==> config.mk <==
export PLATFORM = sky130hd
export DESIGN_NAME = ct_lsu_dcache_dirty_ctrl
export DESIGN_NICKNAME = d
export VERILOG_FILES = /design/src/rtl/ct_lsu_dcache_dirty_ctrl_pkg.sv /design/src/rtl/ct_lsu_dcache_dirty_icc_walker.sv /design/src/rtl/ct_lsu_dcache_dirty_ctrl.sv
export SDC_FILE = /design/constraint.sdc
export NUM_CORES = 1
export LEC_CHECK = 0
export CORE_MARGIN = 4
export CORE_UTILIZATION = 37
export CTS_CLUSTER_DIAMETER = 120
export CTS_CLUSTER_SIZE = 12
export DETAILED_ROUTE_END_ITERATION = 6
export PLACE_DENSITY = 0.9
export SLEW_MARGIN = 20
export SYNTH_ARGS = -nofsm -noshare
export SYNTH_HDL_FRONTEND = slang
export SYNTH_HIERARCHICAL = 1
export SYNTH_SLANG_ARGS = --single-unit
==> constraint.sdc <==
create_clock -name forever_cpuclk -period 3 [get_ports forever_cpuclk]
set_clock_uncertainty 0.2 [all_clocks]
set_input_delay 0.9 -clock forever_cpuclk [delete_from_list [all_inputs] [get_ports forever_cpuclk]]
set_output_delay 0.9 -clock forever_cpuclk [all_outputs]
set_load 0.05 [all_outputs]
==> src/rtl/ct_lsu_dcache_dirty_ctrl_pkg.sv <==
`default_nettype none
// ============================================================================
// Module   : ct_lsu_dcache_dirty_ctrl_pkg
// Purpose  : Shared types and size constants for the D-cache dirty-array
//            access controller and its invalidate-all walker.
// Contents : default geometry (selected by DCACHE_32K), walker state type,
//            counter-width helper.
// Revision : 1.0 - initial release
// ============================================================================
package ct_lsu_dcache_dirty_ctrl_pkg;

`ifdef DCACHE_32K
  localparam int DEF_IDX_W = 8;
  localparam int DEF_DEPTH = 256;
`else
  localparam int DEF_IDX_W = 9;
  localparam int DEF_DEPTH = 512;
`endif
  localparam int DEF_DW     = 7;
  localparam int DEF_STARVE = 3;

  typedef enum logic [1:0] {
    WALK_IDLE = 2'd0,
    WALK_CLR  = 2'd1,
    WALK_DONE = 2'd2
  } walk_state_e;

  // Width needed to hold 0..maxval, never less than one bit.
  function automatic int cnt_width(input int maxval);
    return (maxval < 1) ? 1 : $clog2(maxval + 1);
  endfunction

endpackage
`default_nettype wire

==> src/rtl/ct_lsu_dcache_dirty_icc_walker.sv <==
`default_nettype none
// ============================================================================
// Module   : ct_lsu_dcache_dirty_icc_walker
// Purpose  : Invalidate-all walker. Steps through every dirty-array entry,
//            one per cycle, then raises a single-cycle done pulse.
// Ports    : clk, rst_n   - clock, async active-low reset
//            icc_req      - start request (sampled only in IDLE)
//            busy         - walker in CLR or DONE
//            done         - completion pulse (DONE state)
//            clr_idx      - index being cleared this cycle
//            clr_wr       - walker owns the array this cycle
// Revision : 1.0 - initial release
// ============================================================================
module ct_lsu_dcache_dirty_icc_walker
  import ct_lsu_dcache_dirty_ctrl_pkg::*;
#(
  parameter int IDX_W = DEF_IDX_W,
  parameter int DEPTH = DEF_DEPTH
) (
  input  logic             clk,
  input  logic             rst_n,
  input  logic             icc_req,
  output logic             busy,
  output logic             done,
  output logic [IDX_W-1:0] clr_idx,
  output logic             clr_wr
);

  localparam logic [IDX_W-1:0] LAST_IDX = IDX_W'(DEPTH - 1);

  walk_state_e      state, state_nxt;
  logic [IDX_W-1:0] clr_cnt, clr_cnt_nxt;

  always_ff @(posedge clk or negedge rst_n) begin
    if (!rst_n) begin
      state   <= WALK_IDLE;
      clr_cnt <= '0;
    end else begin
      state   <= state_nxt;
      clr_cnt <= clr_cnt_nxt;
    end
  end

  always_comb begin
    state_nxt   = state;
    clr_cnt_nxt = clr_cnt;
    busy        = 1'b0;
    done        = 1'b0;
    clr_wr      = 1'b0;
    unique case (state)
      WALK_IDLE: begin
        if (icc_req) state_nxt = WALK_CLR;
      end
      WALK_CLR: begin
        busy        = 1'b1;
        clr_wr      = 1'b1;
        clr_cnt_nxt = clr_cnt + 1'b1;
        if (clr_cnt == LAST_IDX) state_nxt = WALK_DONE;
      end
      WALK_DONE: begin
        busy        = 1'b1;
        done        = 1'b1;
        clr_cnt_nxt = '0;
        state_nxt   = WALK_IDLE;
      end
      default: state_nxt = WALK_IDLE;
    endcase
  end

  assign clr_idx = clr_cnt;

endmodule
`default_nettype wire

==> src/rtl/ct_lsu_dcache_dirty_ctrl.sv <==
`default_nettype none
// ============================================================================
// Module   : ct_lsu_dcache_dirty_ctrl
// Purpose  : Access controller for the single-port L1 D-cache dirty SRAM.
//            Arbitrates store/write-back writes, victim/snoop reads and the
//            invalidate-all walker; drives the array's active-low pins.
// Ports    : forever_cpuclk, cpurst_b         - clock, async active-low reset
//            wr_req/idx/din/mask, wr_gnt      - write port
//            rd_req/idx, rd_gnt               - read port
//            rd_data_vld, rd_data             - read return (1-cycle latency)
//            icc_req, icc_busy, icc_done      - invalidate-all control
//            dirty_*                          - SRAM pins and read data
// Revision : 1.0 - initial release
// ============================================================================
module ct_lsu_dcache_dirty_ctrl
  import ct_lsu_dcache_dirty_ctrl_pkg::*;
#(
  parameter int IDX_W  = DEF_IDX_W,
  parameter int DEPTH  = DEF_DEPTH,
  parameter int DW     = DEF_DW,
  parameter int STARVE = DEF_STARVE
) (
  input  logic             forever_cpuclk,
  input  logic             cpurst_b,
  input  logic             wr_req,
  input  logic [IDX_W-1:0] wr_idx,
  input  logic [DW-1:0]    wr_din,
  input  logic [DW-1:0]    wr_mask,
  output logic             wr_gnt,
  input  logic             rd_req,
  input  logic [IDX_W-1:0] rd_idx,
  output logic             rd_gnt,
  output logic             rd_data_vld,
  output logic [DW-1:0]    rd_data,
  input  logic             icc_req,
  output logic             icc_busy,
  output logic             icc_done,
  output logic             dirty_gateclk_en,
  output logic             dirty_sel_b,
  output logic             dirty_gwen_b,
  output logic [DW-1:0]    dirty_wen_b,
  output logic [IDX_W-1:0] dirty_idx,
  output logic [DW-1:0]    dirty_din,
  input  logic [DW-1:0]    dirty_dout
);

  localparam int             SCW        = cnt_width(STARVE);
  localparam logic [SCW-1:0] STARVE_MAX = SCW'(STARVE);

  logic             walk_busy;
  logic             walk_done;
  logic             walk_wr;
  logic [IDX_W-1:0] walk_idx;
  logic [SCW-1:0]   starve_cnt;
  logic             rd_win;

  ct_lsu_dcache_dirty_icc_walker #(
    .IDX_W (IDX_W),
    .DEPTH (DEPTH)
  ) u_walker (
    .clk     (forever_cpuclk),
    .rst_n   (cpurst_b),
    .icc_req (icc_req),
    .busy    (walk_busy),
    .done    (walk_done),
    .clr_idx (walk_idx),
    .clr_wr  (walk_wr)
  );

  assign icc_busy = walk_busy;
  assign icc_done = walk_done;

  // Writes normally win; a read that has lost STARVE times in a row wins.
  // The walker's CLR cycles lock out both requesters.
  always_comb begin
    rd_win = rd_req & (~wr_req | (starve_cnt == STARVE_MAX));
    wr_gnt = ~walk_wr & wr_req & ~rd_win;
    rd_gnt = ~walk_wr & rd_win;
  end

  always_ff @(posedge forever_cpuclk or negedge cpurst_b) begin
    if (!cpurst_b) begin
      starve_cnt <= '0;
    end else if (walk_wr) begin
      starve_cnt <= starve_cnt;
    end else if (!rd_req || rd_gnt) begin
      starve_cnt <= '0;
    end else if (wr_gnt && (starve_cnt != STARVE_MAX)) begin
      starve_cnt <= starve_cnt + 1'b1;
    end
  end

  always_comb begin
    dirty_sel_b  = 1'b1;
    dirty_gwen_b = 1'b1;
    dirty_wen_b  = '1;
    dirty_idx    = '0;
    dirty_din    = '0;
    if (walk_wr) begin
      dirty_sel_b  = 1'b0;
      dirty_gwen_b = 1'b0;
      dirty_wen_b  = '0;
      dirty_idx    = walk_idx;
    end else if (wr_gnt) begin
      dirty_sel_b  = 1'b0;
      dirty_gwen_b = 1'b0;
      dirty_wen_b  = ~wr_mask;
      dirty_idx    = wr_idx;
      dirty_din    = wr_din;
    end else if (rd_gnt) begin
      dirty_sel_b  = 1'b0;
      dirty_idx    = rd_idx;
    end
  end

  assign dirty_gateclk_en = ~dirty_sel_b;

  always_ff @(posedge forever_cpuclk or negedge cpurst_b) begin
    if (!cpurst_b) rd_data_vld <= 1'b0;
    else           rd_data_vld <= rd_gnt;
  end

  assign rd_data = rd_data_vld ? dirty_dout : '0;

endmodule
`default_nettype wire
==> impl_metrics.toml <==
[routing]
routed_wirelength_mm = 6.33
met1_length_mm = 2.27
wl_met2_mm = 3.02
first_pass_iters = 4
route.detailed.wl_per_inst_um = 25.5
met3_length_um = 602
routed_via_density = 6.18
final_antenna_net_count = 0
highest_layer = "met4"
detail_route.iter0.violations = 86
drt_drc_violations_left = 0
via_count = 1533

[timing]
finalSetupViolCount = 14
rsz0062_at_grt = "true"
timing_worst_slew_pin_value_ns = 0.644
max_frequency_mhz = 329
period_utilization_pct = 101
final.setup.worst_slack_ns = -0.0422
final_hold_vios = 0
final.min_clock_period_ns = 3.04
max_slew_margin_pct = 56.9
final-max-slew-violation-count = 0

[logic_synthesis]
netlist.area_leader.share_pct = 31.2
postSynthRegisterBits = 14
synthCells = 126
synth.top_cells.by_area = "dfrtp_1 (31%), a221o_1 (8.0%), and2_1 (7.8%)"
synthesis.yosys.warnings = 6
avgSynthCellArea_um2 = 8.91
primary_flip_flop_cell_chosen_by_synthesis_mapping = "dfrtp_1"
combinational_family_with_the_most_area_after_synthesis = "simple AND/OR/NAND/NOR gates"
synthesized_area_fraction_occupied_by_and_or_nand_nor_cells_pct = 29.4
mappedNetlistNets = 177
adder_cell_area_share_of_the_yosys_netlist_pct = 7.80
synth_compound_gate_area_share_pct = 22.6
xor_xnor_share_of_the_synthesized_area_pct = 0
synth-edff-count = 0
synth.yosys.seq_area_share_pct = 31.2
synth_mux_area_share_pct = 3.68
postSynth.asyncResetShare_pct = 100
synth.lib_cells_used.distinct = 35
syn_area_mm2 = 0.00112
synth_area_leader_cell = "dfrtp_1"

[critical_path]
reg2reg_setup_slack_ns = 0.70
worst-r2r-cell-count = 7
worst-setup-path-type = "in2out"
crit_chain = "buf_8, nor2b_4, nor2b_4, buf_6, a221o_2, buf_12"
critical_path.most_common_cell = "nor2b_4"
critPathLaunchType = "primary input"
critical-path-slowest-cell = "a221o_2"
critPathMaxStageDelay_ns = 0.39
critPathArrivalTime_ns = 1.94
regToRegStartpoint = "u_walker/clr_idx[0]"
worst-path-max-fanout = 4
worst_path_required_time_ns = 1.90
end_kind = "output pin"
crit-reg2reg-capture = "u_walker/state[1]"

[placed_design]
io_buffer_count = 81
numPlacedInstances = 239
dp_hpwl_mm = 4.18
globalplace.congestion = 0.815

[min_path]
hold_end = "starve_cnt[0]"
min_from = "starve_cnt[0]"
min-delay-path-class = "reg2reg"
hold-path-cell-count = 1

[global_routing]
grt_first_pass_wirelength_mm = 9.00
grt_max_degree = 32
grt_usage_pct = 30.1
via_count_of_the_first_global_routing_pass = 1535
global_route.overflow_total = 0
initial_antenna_violation_count = 2

[layout]
finalNetCount = 268
filler_cell_count = 133
finalNonFillerCells = 248
drive_above_1_share_pct = 41.4
final_util_pct = 86.2
synthToLayoutAreaGrowth_pct = 117

[floorplan]
placementRows = 19
initial_util_pct = 39.7
number_of_ports_placed_on_the_die_boundary = 82
design.core.area_mm2 = 0.00283
die_ar_mm2 = 0.00398
die_h_um = 63.1
floorplan.die.width_um = 63.1

[power]
pwr_density_cell_mw_per_mm2 = 885
ir_worst_vdd_mv = 0.619
cellLeakagePower_nw = 1.10

[clock_tree]
clock_tree.htree_level_count = 1
clock_latency_ns = 0.29
cts_made_buffers = 3
clkSinkCount = 14
cts_tree = "built"
clk_transition_reported_paths_ns = 0.09
ctsLongestPathBuffers = 2
postCtsHoldBufs = 0
cts_root_buf = "clkbuf_4"

[flow_run]
cap_violations = 0

[status]
violations = "negative setup slack"
outcome = "complete, but fails checks"
worst max-delay path by stage:
| stage | from | end | slack [ns] | depth (start not counted) |
|---|---|---|---|---|
| final | rd_req | dirty_idx[6] | -0.04 | 6 |
| after global routing | rd_req | dirty_din[2] | -0.06 | 6 |
| after CTS | rd_req | dirty_idx[2] | -0.03 | 6 |
| after detailed placement | wr_req | dirty_idx[2] | -0.55 | 6 |
| after global placement | wr_req | dirty_idx[0] | -0.50 | 6 |
| after floorplan | wr_req | dirty_din[0] | -0.03 | 4 |
worst max-delay path: cells and delay by family:
family	cells	cell delay [ns]
and+or+nand+nor	2	0.25
AOI/OAI and AO/OA	1	0.39
buffers and inverters	3	0.38
final cells by class:
class / instances / area (µm²) / area share [%]
clock buffer: 3 / 22.5 / 0.924
antenna: 2 / 5.00 / 0.205
inverter: 8 / 30.0 / 1.23
tap: 31 / 38.8 / 1.59
multi-input combinational: 98 / 831 / 34.1
sequential: 14 / 350 / 14.4
timing repair buffer: 92 / 1160 / 47.6
cell usage in the layout (no fill, tap or decap), drive strengths merged, types with 3 or more instances in the layout:
cell / instances
clkdlybuf4s50: 33
nand2: 6
and3: 4
dfrtp: 14
ha: 7
clkbuf: 3
nor2b: 4
a221o: 9
inv: 8
mux2i: 3
and2: 14
nor3b: 9
dlygate4sd2: 9
o21ai: 8
a21oi: 8
nor2: 3
nand2b: 4
buf: 50
kinds of logic after synthesis:
| group | after synthesis |
|---|---|
| multiplexers | 4 |
| adder cells (fa/ha/maj) | 7 |
| AO/OA/AOI/OAI | 34 |
| buffers and inverters | 14 |
| flip-flops | 14 |
| AND/OR/NAND/NOR | 53 |
metal layers:
metal,vias to the layer above,GRT usage [%]
met4,0,17.9
met3,40,8.70
li1,641,-
met2,118,52.3
met1,734,32.0
met5,-,0
report_power, final:
part | leakage [nW] | internal, mW | switching (mW)
logic | 0.905 | 0.720 | 0.991
clock network | 0.0138 | 0.0467 | 0.0647
registers | 0.182 | 0.243 | 0.0920
cells in the mapped netlist, types with 2 or more instances:
cell type  number
and2_1         14
dfrtp_1        14
a221o_1         9
nor3b_1         9
a21oi_1         8
ha_1            7
inv_1           7
nand2_1         6
o21ai_0         6
buf_2           5
nand2b_1        4
nor2b_1         4
mux2i_1         3
a21boi_1        2
and3_1          2
nand3_1         2
nand3b_1        2
nand4_1         2
nor2_1          2
o21ai_1         2
or3_1           2
metrics by stage:
stage                     setup WS [ns]  instance area [µm²]  power [mW]  TNS [ns]  hold WS (ns)
after floorplan                 -0.0310                 1150        1.24    -0.217         0.251
after CTS                       -0.0322                 2400        2.09   -0.0681         0.305
final                           -0.0422                 2440        2.16    -0.193         0.307
after global placement           -0.502                 2270        1.86     -9.24         0.274
after detailed placement         -0.545                 2270        1.93    -10.89         0.292
after global routing            -0.0635                 2440        2.24    -0.618         0.334
state kept, by name, summed over array words and instances (netlist names):
signal and cells:
u_walker/clr_idx 9, starve_cnt 2, u_walker/state 2, rd_data_vld 1
repair_timing:
item | 4_1_cts | 5_1_grt
endpoints found under the setup margin | 28 | 17
setup buffers | 4 | 0
resized for setup | 48 | 6
hold endpoints to repair | 0 | 0
pin swaps | 5 | 5
Note: power is estimated with default switching activity, not from simulation.
